File: src/rtl/des_pkg.sv
// Shared types and constants for the DES core scheduler.
// Holds the FSM state encoding, mode constants and block/key widths.
package des_pkg;

   localparam int unsigned DES_BLOCK_W = 64;
   localparam int unsigned DES_KEY_W   = 64;

   localparam logic MODE_ENCRYPT = 1'b0;
   localparam logic MODE_DECRYPT = 1'b1;

   typedef enum logic [1:0] {
      StIdle,
      StStart,
      StRun,
      StResp
   } sched_state_e;

endpackage

File: src/rtl/rr_arbiter2.sv
// Two-way round-robin arbiter: a lone request always wins, a tie goes to the
// channel that was not served last (last_i = 1 means channel 1 was served last).
module rr_arbiter2 (
   input  logic [1:0] req_i,
   input  logic       last_i,
   output logic [1:0] sel_o
);

   always_comb begin
      sel_o = req_i;
      if (req_i == 2'b11) begin
         sel_o = last_i ? 2'b01 : 2'b10;
      end
   end

endmodule

File: src/rtl/des_core_scheduler.sv
// Two-channel job scheduler in front of a single DES core: arbitrates requests,
// runs one job at a time with a timeout, and hands the result back per channel.
module des_core_scheduler
   import des_pkg::*;
#(
   parameter int unsigned TIMEOUT_CYCLES = 1023,
   parameter int unsigned CNT_W          = 16
) (
   input  logic                   clk,
   input  logic                   reset,
   input  logic                   req0,
   input  logic                   req1,
   input  logic [DES_BLOCK_W-1:0] msg0,
   input  logic [DES_BLOCK_W-1:0] msg1,
   input  logic [DES_KEY_W-1:0]   key0,
   input  logic [DES_KEY_W-1:0]   key1,
   input  logic                   mode0,
   input  logic                   mode1,
   output logic                   grant0,
   output logic                   grant1,
   output logic                   rsp_valid0,
   output logic                   rsp_valid1,
   output logic [DES_BLOCK_W-1:0] rsp_data,
   output logic                   rsp_err,
   input  logic                   rsp_ack0,
   input  logic                   rsp_ack1,
   output logic [DES_BLOCK_W-1:0] core_message,
   output logic [DES_KEY_W-1:0]   core_key,
   output logic                   core_mode,
   output logic                   core_enable,
   input  logic                   core_done,
   input  logic [DES_BLOCK_W-1:0] core_result,
   output logic                   core_ack,
   output logic                   core_abort,
   output logic                   busy
);

   localparam logic [CNT_W-1:0] TimerLast = CNT_W'(TIMEOUT_CYCLES - 1);

   sched_state_e            state_q;
   logic                    chan_q;
   logic                    last_q;
   logic [CNT_W-1:0]        timer_q;
   logic [1:0]              grant_q;
   logic [1:0]              rsp_valid_q;
   logic [DES_BLOCK_W-1:0]  rsp_data_q;
   logic                    rsp_err_q;
   logic [DES_BLOCK_W-1:0]  msg_q;
   logic [DES_KEY_W-1:0]    key_q;
   logic                    mode_q;
   logic                    enable_q;
   logic                    ack_q;
   logic                    abort_q;
   logic                    busy_q;
   logic [1:0]              sel;
   logic                    ack_granted;

   rr_arbiter2 u_arb (
      .req_i  ({req1, req0}),
      .last_i (last_q),
      .sel_o  (sel)
   );

   assign ack_granted = chan_q ? rsp_ack1 : rsp_ack0;

   always_ff @(posedge clk or negedge reset) begin
      if (!reset) begin
         state_q     <= StIdle;
         chan_q      <= 1'b0;
         last_q      <= 1'b1;
         timer_q     <= '0;
         grant_q     <= '0;
         rsp_valid_q <= '0;
         rsp_data_q  <= '0;
         rsp_err_q   <= 1'b0;
         msg_q       <= '0;
         key_q       <= '0;
         mode_q      <= MODE_ENCRYPT;
         enable_q    <= 1'b0;
         ack_q       <= 1'b0;
         abort_q     <= 1'b0;
         busy_q      <= 1'b0;
      end else begin
         grant_q <= '0;
         ack_q   <= 1'b0;
         abort_q <= 1'b0;
         unique case (state_q)
            StIdle: begin
               if (sel != 2'b00) begin
                  chan_q   <= sel[1];
                  msg_q    <= sel[1] ? msg1 : msg0;
                  key_q    <= sel[1] ? key1 : key0;
                  mode_q   <= sel[1] ? mode1 : mode0;
                  grant_q  <= sel;
                  enable_q <= 1'b1;
                  busy_q   <= 1'b1;
                  timer_q  <= '0;
                  state_q  <= StStart;
               end
            end
            StStart: begin
               timer_q <= timer_q + CNT_W'(1);
               state_q <= StRun;
            end
            StRun: begin
               // A done in the timeout cycle takes precedence over the abort.
               if (core_done) begin
                  rsp_data_q  <= core_result;
                  rsp_err_q   <= 1'b0;
                  ack_q       <= 1'b1;
                  enable_q    <= 1'b0;
                  rsp_valid_q <= chan_q ? 2'b10 : 2'b01;
                  state_q     <= StResp;
               end else if (timer_q >= TimerLast) begin
                  rsp_data_q  <= '0;
                  rsp_err_q   <= 1'b1;
                  abort_q     <= 1'b1;
                  enable_q    <= 1'b0;
                  rsp_valid_q <= chan_q ? 2'b10 : 2'b01;
                  state_q     <= StResp;
               end else begin
                  timer_q <= timer_q + CNT_W'(1);
               end
            end
            StResp: begin
               if (ack_granted) begin
                  rsp_valid_q <= '0;
                  last_q      <= chan_q;
                  busy_q      <= 1'b0;
                  state_q     <= StIdle;
               end
            end
            default: state_q <= StIdle;
         endcase
      end
   end

   assign grant0       = grant_q[0];
   assign grant1       = grant_q[1];
   assign rsp_valid0   = rsp_valid_q[0];
   assign rsp_valid1   = rsp_valid_q[1];
   assign rsp_data     = rsp_data_q;
   assign rsp_err      = rsp_err_q;
   assign core_message = msg_q;
   assign core_key     = key_q;
   assign core_mode    = mode_q;
   assign core_enable  = enable_q;
   assign core_ack     = ack_q;
   assign core_abort   = abort_q;
   assign busy         = busy_q;

endmodule

File: config.mk
export PLATFORM = sky130hd
export DESIGN_NAME = des_core_scheduler
export DESIGN_NICKNAME = d
export VERILOG_FILES = /design/src/rtl/des_pkg.sv /design/src/rtl/rr_arbiter2.sv /design/src/rtl/des_core_scheduler.sv
export SDC_FILE = /design/constraint.sdc
export NUM_CORES = 1
export LEC_CHECK = 0
export CAP_MARGIN = 30
export CELL_PAD_IN_SITES_DETAIL_PLACEMENT = 1
export CELL_PAD_IN_SITES_GLOBAL_PLACEMENT = 2
export CORE_MARGIN = 2
export CORE_UTILIZATION = 24
export CTS_CLUSTER_DIAMETER = 60
export DETAILED_ROUTE_END_ITERATION = 8
export GPL_TIMING_DRIVEN = 1
export HOLD_SLACK_MARGIN = 0.05
export PLACE_DENSITY_LB_ADDON = 0.25
export SKIP_LAST_GASP = 1
export SLEW_MARGIN = 15
export SYNTH_ARGS = -nofsm -noshare
export SYNTH_HDL_FRONTEND = slang
export SYNTH_SLANG_ARGS = --single-unit
File: constraint.sdc
create_clock -name clk -period 6.2 [get_ports clk]
set_clock_uncertainty 0.05 [all_clocks]
set_input_delay 1.24 -clock clk [delete_from_list [all_inputs] [get_ports clk]]
set_output_delay 1.24 -clock clk [all_outputs]
set_load 0.01 [all_outputs]
# == Word-level counts from Yosys, hierarchy flattened ==
# Cells that the tools add are included.
# totals
input_bits,329
register_bits,222
word_cells,77
out_inout_bits,202
# op_classes
order_cmp,1
n_mux,36
addsub,1
n_eq_ne,9
reduce_logical,15
# op_table
operator,count
64-bit two-way mux,4
16-bit two-way mux,3
16-bit case mux with 3 select lines,1
2-bit two-way mux,11
16-bit by 1-bit adder with 16-bit output (second input constant),1
16-bit by 10-bit >= comparator with 1-bit output (second input constant),1
1-bit two-way mux,13
3-bit AND reduction,4
2-bit nonzero test,5
2-bit != test (second input constant),4
2-bit case mux with 4 select lines,1
2-bit equality test (second input constant),3
2-bit AND reduction,3
1-bit case mux with 2 select lines,2
2-bit case mux with 2 select lines,1
4-bit AND reduction,1
3-bit != test (second input constant),1
3-bit nonzero test,1
2-bit by 1-bit equality test with 1-bit output (second input constant),1
2-bit logical NOT,1

# == Logic depth before layout (Yosys ltp) ==
# depth
ltp_word,5
depth_mapped,9
ltp_nobuf,7

# == Cells and area by module ==
# A second synthesis with hierarchy kept.
# hier_totals
hier_cells,1012
area_unflattened_um2,9972.1
# by_module_without_submodules
module,seq_area_each_um2,instances,cells_each,area_per_inst_um2
des_core_scheduler,5556.6,1,1009,9953.3
rr_arbiter2,0.0,1,3,18.8

# == Least setup slack after synthesis ==
# OpenSTA, ideal clock, no wires.
# synth_timing
path_kind,input to register
startpoint,in req1
endpoint,reg timer_q[8]
arrival_time_ps,2580
path_stages,6
path_slack_ps,3459
setup_ps,110
t_required_ps,6040
n_path_buf,1
cell_sequence,nor3b_1 > or3_1 > a21boi_2 > clkbuf_1 > o21ai_0 > o41ai_1
# synth_between
elab_chain_len,5
# synth_lines
element,line,source
start: declaration,des_core_scheduler.sv:12,"input logic req1,"
2-bit equality test,rr_arbiter2.sv:11,if (req_i == 2'b11) begin
2-bit two-way mux *,rr_arbiter2.sv:11,
2-bit nonzero test *,des_core_scheduler.sv:89,if (sel != 2'b00) begin
2-bit != test (no source line) *,--,
4-bit AND reduction (no source line) *,--,
end signal: assignment,des_core_scheduler.sv:102,timer_q <= timer_q + CNT_W'(1);
end signal: assignment,des_core_scheduler.sv:122,timer_q <= timer_q + CNT_W'(1);
end: declaration,des_core_scheduler.sv:43,logic [CNT_W-1:0] timer_q;
# Every way passes the cells marked *; elsewhere a longest branch is shown, timed or not.
# A chain may end at the register's enable or synchronous reset.

# == Worst setup path after layout ==
# layout_timing
startpoint,in req0
endpoint,reg timer_q[14]
# layout_between
elab_chain_len,5
# layout_lines
element,line,source
start: declaration,des_core_scheduler.sv:11,"input logic req0,"
2-bit equality test,rr_arbiter2.sv:11,
2-bit two-way mux *,rr_arbiter2.sv:11,
2-bit nonzero test *,des_core_scheduler.sv:89,
2-bit != test (no source line) *,--,
4-bit AND reduction (no source line) *,--,
# Marks and branches as above.

==> metrics.cfg <==
[floorplanning]
core_area_um2 = 39600
start_util = 0.243
dieArea_um2 = 41700
io_pins = 531
fp.dieH_um = 204
fp.dieW_um = 204
rows = 73

[clocking]
htree_levels = 2
cts_setup_buffers = 0
path_clk_slew_ns = 0.05
cts_buffer_depth = 3
tritoncts = done
cts_root_buf = clkbuf_16
cts_resized = 0
clk_latency_ns = 0.50
cts_inserted_buffers = 34
cts.sink_count = 222
cts_hold_buf = 0

[placement]
place_area_um2 = 15500
gp_congestion = 0.765
hpwl_um = 28700
port_buffers = 530
dp.cells = 1865

[timing]
min_period_ns = 3.46
rsz0062_at_grt = no
post-route-period-util = 0.558
finalMaxSlewViolations = 0
hold_slack_ns = 0.425
maxSlewHeadroom = 0.113
hold_viol = 0
setup_violations = 0
finalSetupTns_ns = 0
tightest_slew_ns = 1.33
fmax_mhz = 289

[drt]
via_count = 8639
drc = 0
drtPass1Iterations = 4
vias_per_cell = 4.49
drt_wl_total_um = 39400
first_iter_violations = 450
routedWlPerCell_um = 20.5
ant_nets = 0

[final_layout]
area_growth_syn_to_layout_pct = 72.3
fin_cells = 1925
drive_gt1_frac = 0.0501
fin_area_um2 = 16600
fillers = 4327
nNetsFinal = 1712

[critical_path]
critPathArrivalTime_ns = 3.77
worstPathRequired_ns = 6.52
path_class = input port to register
regToRegSetupSlack_ns = 3.22
worstSetupEndpointType = register
reg2reg_depth = 7
cp_max_fo = 17
rr_startpoint = state_q[0]
crit_start = req0
reg2reg_to = timer_q[14]
setup.worst_path.start_class = input port

[yosys]
synth_area_um2 = 9620
synth_edf_count = 0
yosysWarnings = 0
ys_seq_area_frac = 0.578
avgSynthCellArea_um2 = 11.1
syn_nets = 1200
synth_cell_types = 46
ys_ff_latch = 222
async_flop_share = 1.00
synth_ff_type = dfrtp_1
synth_cells = 864

[pwr]
powerDensity_nw_per_um2 = 464
cellLeakagePower_nw = 7.25
ir_drop_uv = 426
power_w = 0.00769

[hold_path]
worst_hold_path_type = register to register
whs_endpoint = core_key[40]
hold_start = core_key[40]
min_path_cells = 2

[grt]
grt-ovfl-total = 0
antenna_found_initial = 5
grt_max_degree = 262
grt_pass1_vias = 9082
grt_pass1_wl_um = 57900
grtUsageTotal = 0.183

[run]
cap_violations = 0

[outcome]
outcome = completed

## where the power goes
| group | leakage [nW] | switching, W | total, W | internal [W] |
|---|---|---|---|---|
| logic | 3.92 | 0.00160 | 0.00336 | 0.00176 |
| clock network | 0.543 | 0.000692 | 0.00188 | 0.00118 |
| registers | 2.79 | 0.000354 | 0.00245 | 0.00210 |
## worst max path at each step
stage                   to  cells past startpoint
2_1_floorplan   timer_q[8]                      6
3_3_place_gp   timer_q[13]                      6
3_5_place_dp   timer_q[14]                      6
4_1_cts        timer_q[14]                      6
5_1_grt        timer_q[14]                      6
6_report       timer_q[14]                      6
## placed cells by master, fill, tap and decap left out, drive strengths merged, types with 7 or more instances in the layout
master and instances:
a22o 65, and2 9, buf 7, clkbuf 47
clkdlybuf4s50 529, dfrtp 221, ha 7, inv 10
mux2i 130, nand2 143, nand3 7, nor2 8
o21ai 151, o31ai 9
## per-stage QoR
stage	setup slack (ns)	utilization
after floorplan	3.46	-
after global placement	2.27	0.390
after detailed placement	2.20	0.390
after CTS	2.73	0.418
after global routing	2.54	0.418
final	2.74	0.418
## critical path: stages
cell and delay, ns:
clkdlybuf4s50_1 0.53, nor3b_1 0.67, or3_1 0.24, a21boi_2 0.58, nand2b_4 0.37, o21ai_0 0.13
## cell type report
| cell class | count | area [um2] | area share |
|---|---|---|---|
| Antenna cell | 3 | 7.51 | 0.000453 |
| Clock buffer | 47 | 981 | 0.0592 |
| Clock inverter | 10 | 111 | 0.00672 |
| Inverter | 8 | 30.0 | 0.00181 |
| Multi-Input combinational cell | 574 | 3820 | 0.231 |
| Sequential cell | 222 | 5560 | 0.335 |
| Tap cell | 525 | 657 | 0.0396 |
| Timing Repair Buffer | 536 | 5410 | 0.326 |
## kinds of logic (layout without fill, tap and decap cells)
| kind of cell | after synthesis | count (layout) | synth area share |
|---|---|---|---|
| AO/OA/AOI/OAI | 243 | 243 | 0.158 |
| buffers and inverters | 68 | 601 | 0.0281 |
| AND/OR/NAND/NOR | 193 | 193 | 0.0899 |
| adder cells (fa/ha/maj) | 7 | 7 | 0.00911 |
| multiplexers | 131 | 131 | 0.136 |
| other | 0 | 3 | 0 |
| flip-flops | 222 | 222 | 0.578 |
## per-layer routing
metal / vias up / global-route usage / wire, um
li1: 4107 / - / -
met1: 4160 / 0.213 / 15500
met2: 305 / 0.317 / 19500
met3: 63 / 0.0671 / 3400
met4: 4 / 0.0494 / 944
met5: - / 0 / 27
## Yosys cell counts, drive strengths merged, types with 5 or more instances
| cell type | number | area [um2] |
|---|---|---|
| o31ai | 9 | 67.6 |
| nand3 | 7 | 35.0 |
| a22o | 65 | 569 |
| a21oi | 5 | 25.0 |
| inv | 8 | 30.0 |
| buf | 14 | 67.6 |
| nand2 | 143 | 537 |
| dfrtp | 221 | 5530 |
| mux2i | 130 | 1300 |
| nor2 | 8 | 30.0 |
| ha | 7 | 87.6 |
| nand2b | 5 | 38.8 |
| and2 | 9 | 56.3 |
| o21ai | 151 | 756 |
| clkbuf | 46 | 173 |
## sequential cells by signal, summed over array words and instances, names as in the netlist
signal        flops
core_ack          1
core_enable       1
core_message     64
core_abort        1
last_q            1
core_mode         1
rsp_data         64
core_key         64
timer_q          16
rsp_valid_q       2
chan_q            1
rsp_err           1
state_q           2
busy              1
grant_q           2
No activity file was read; power rests on OpenSTA's default activity.
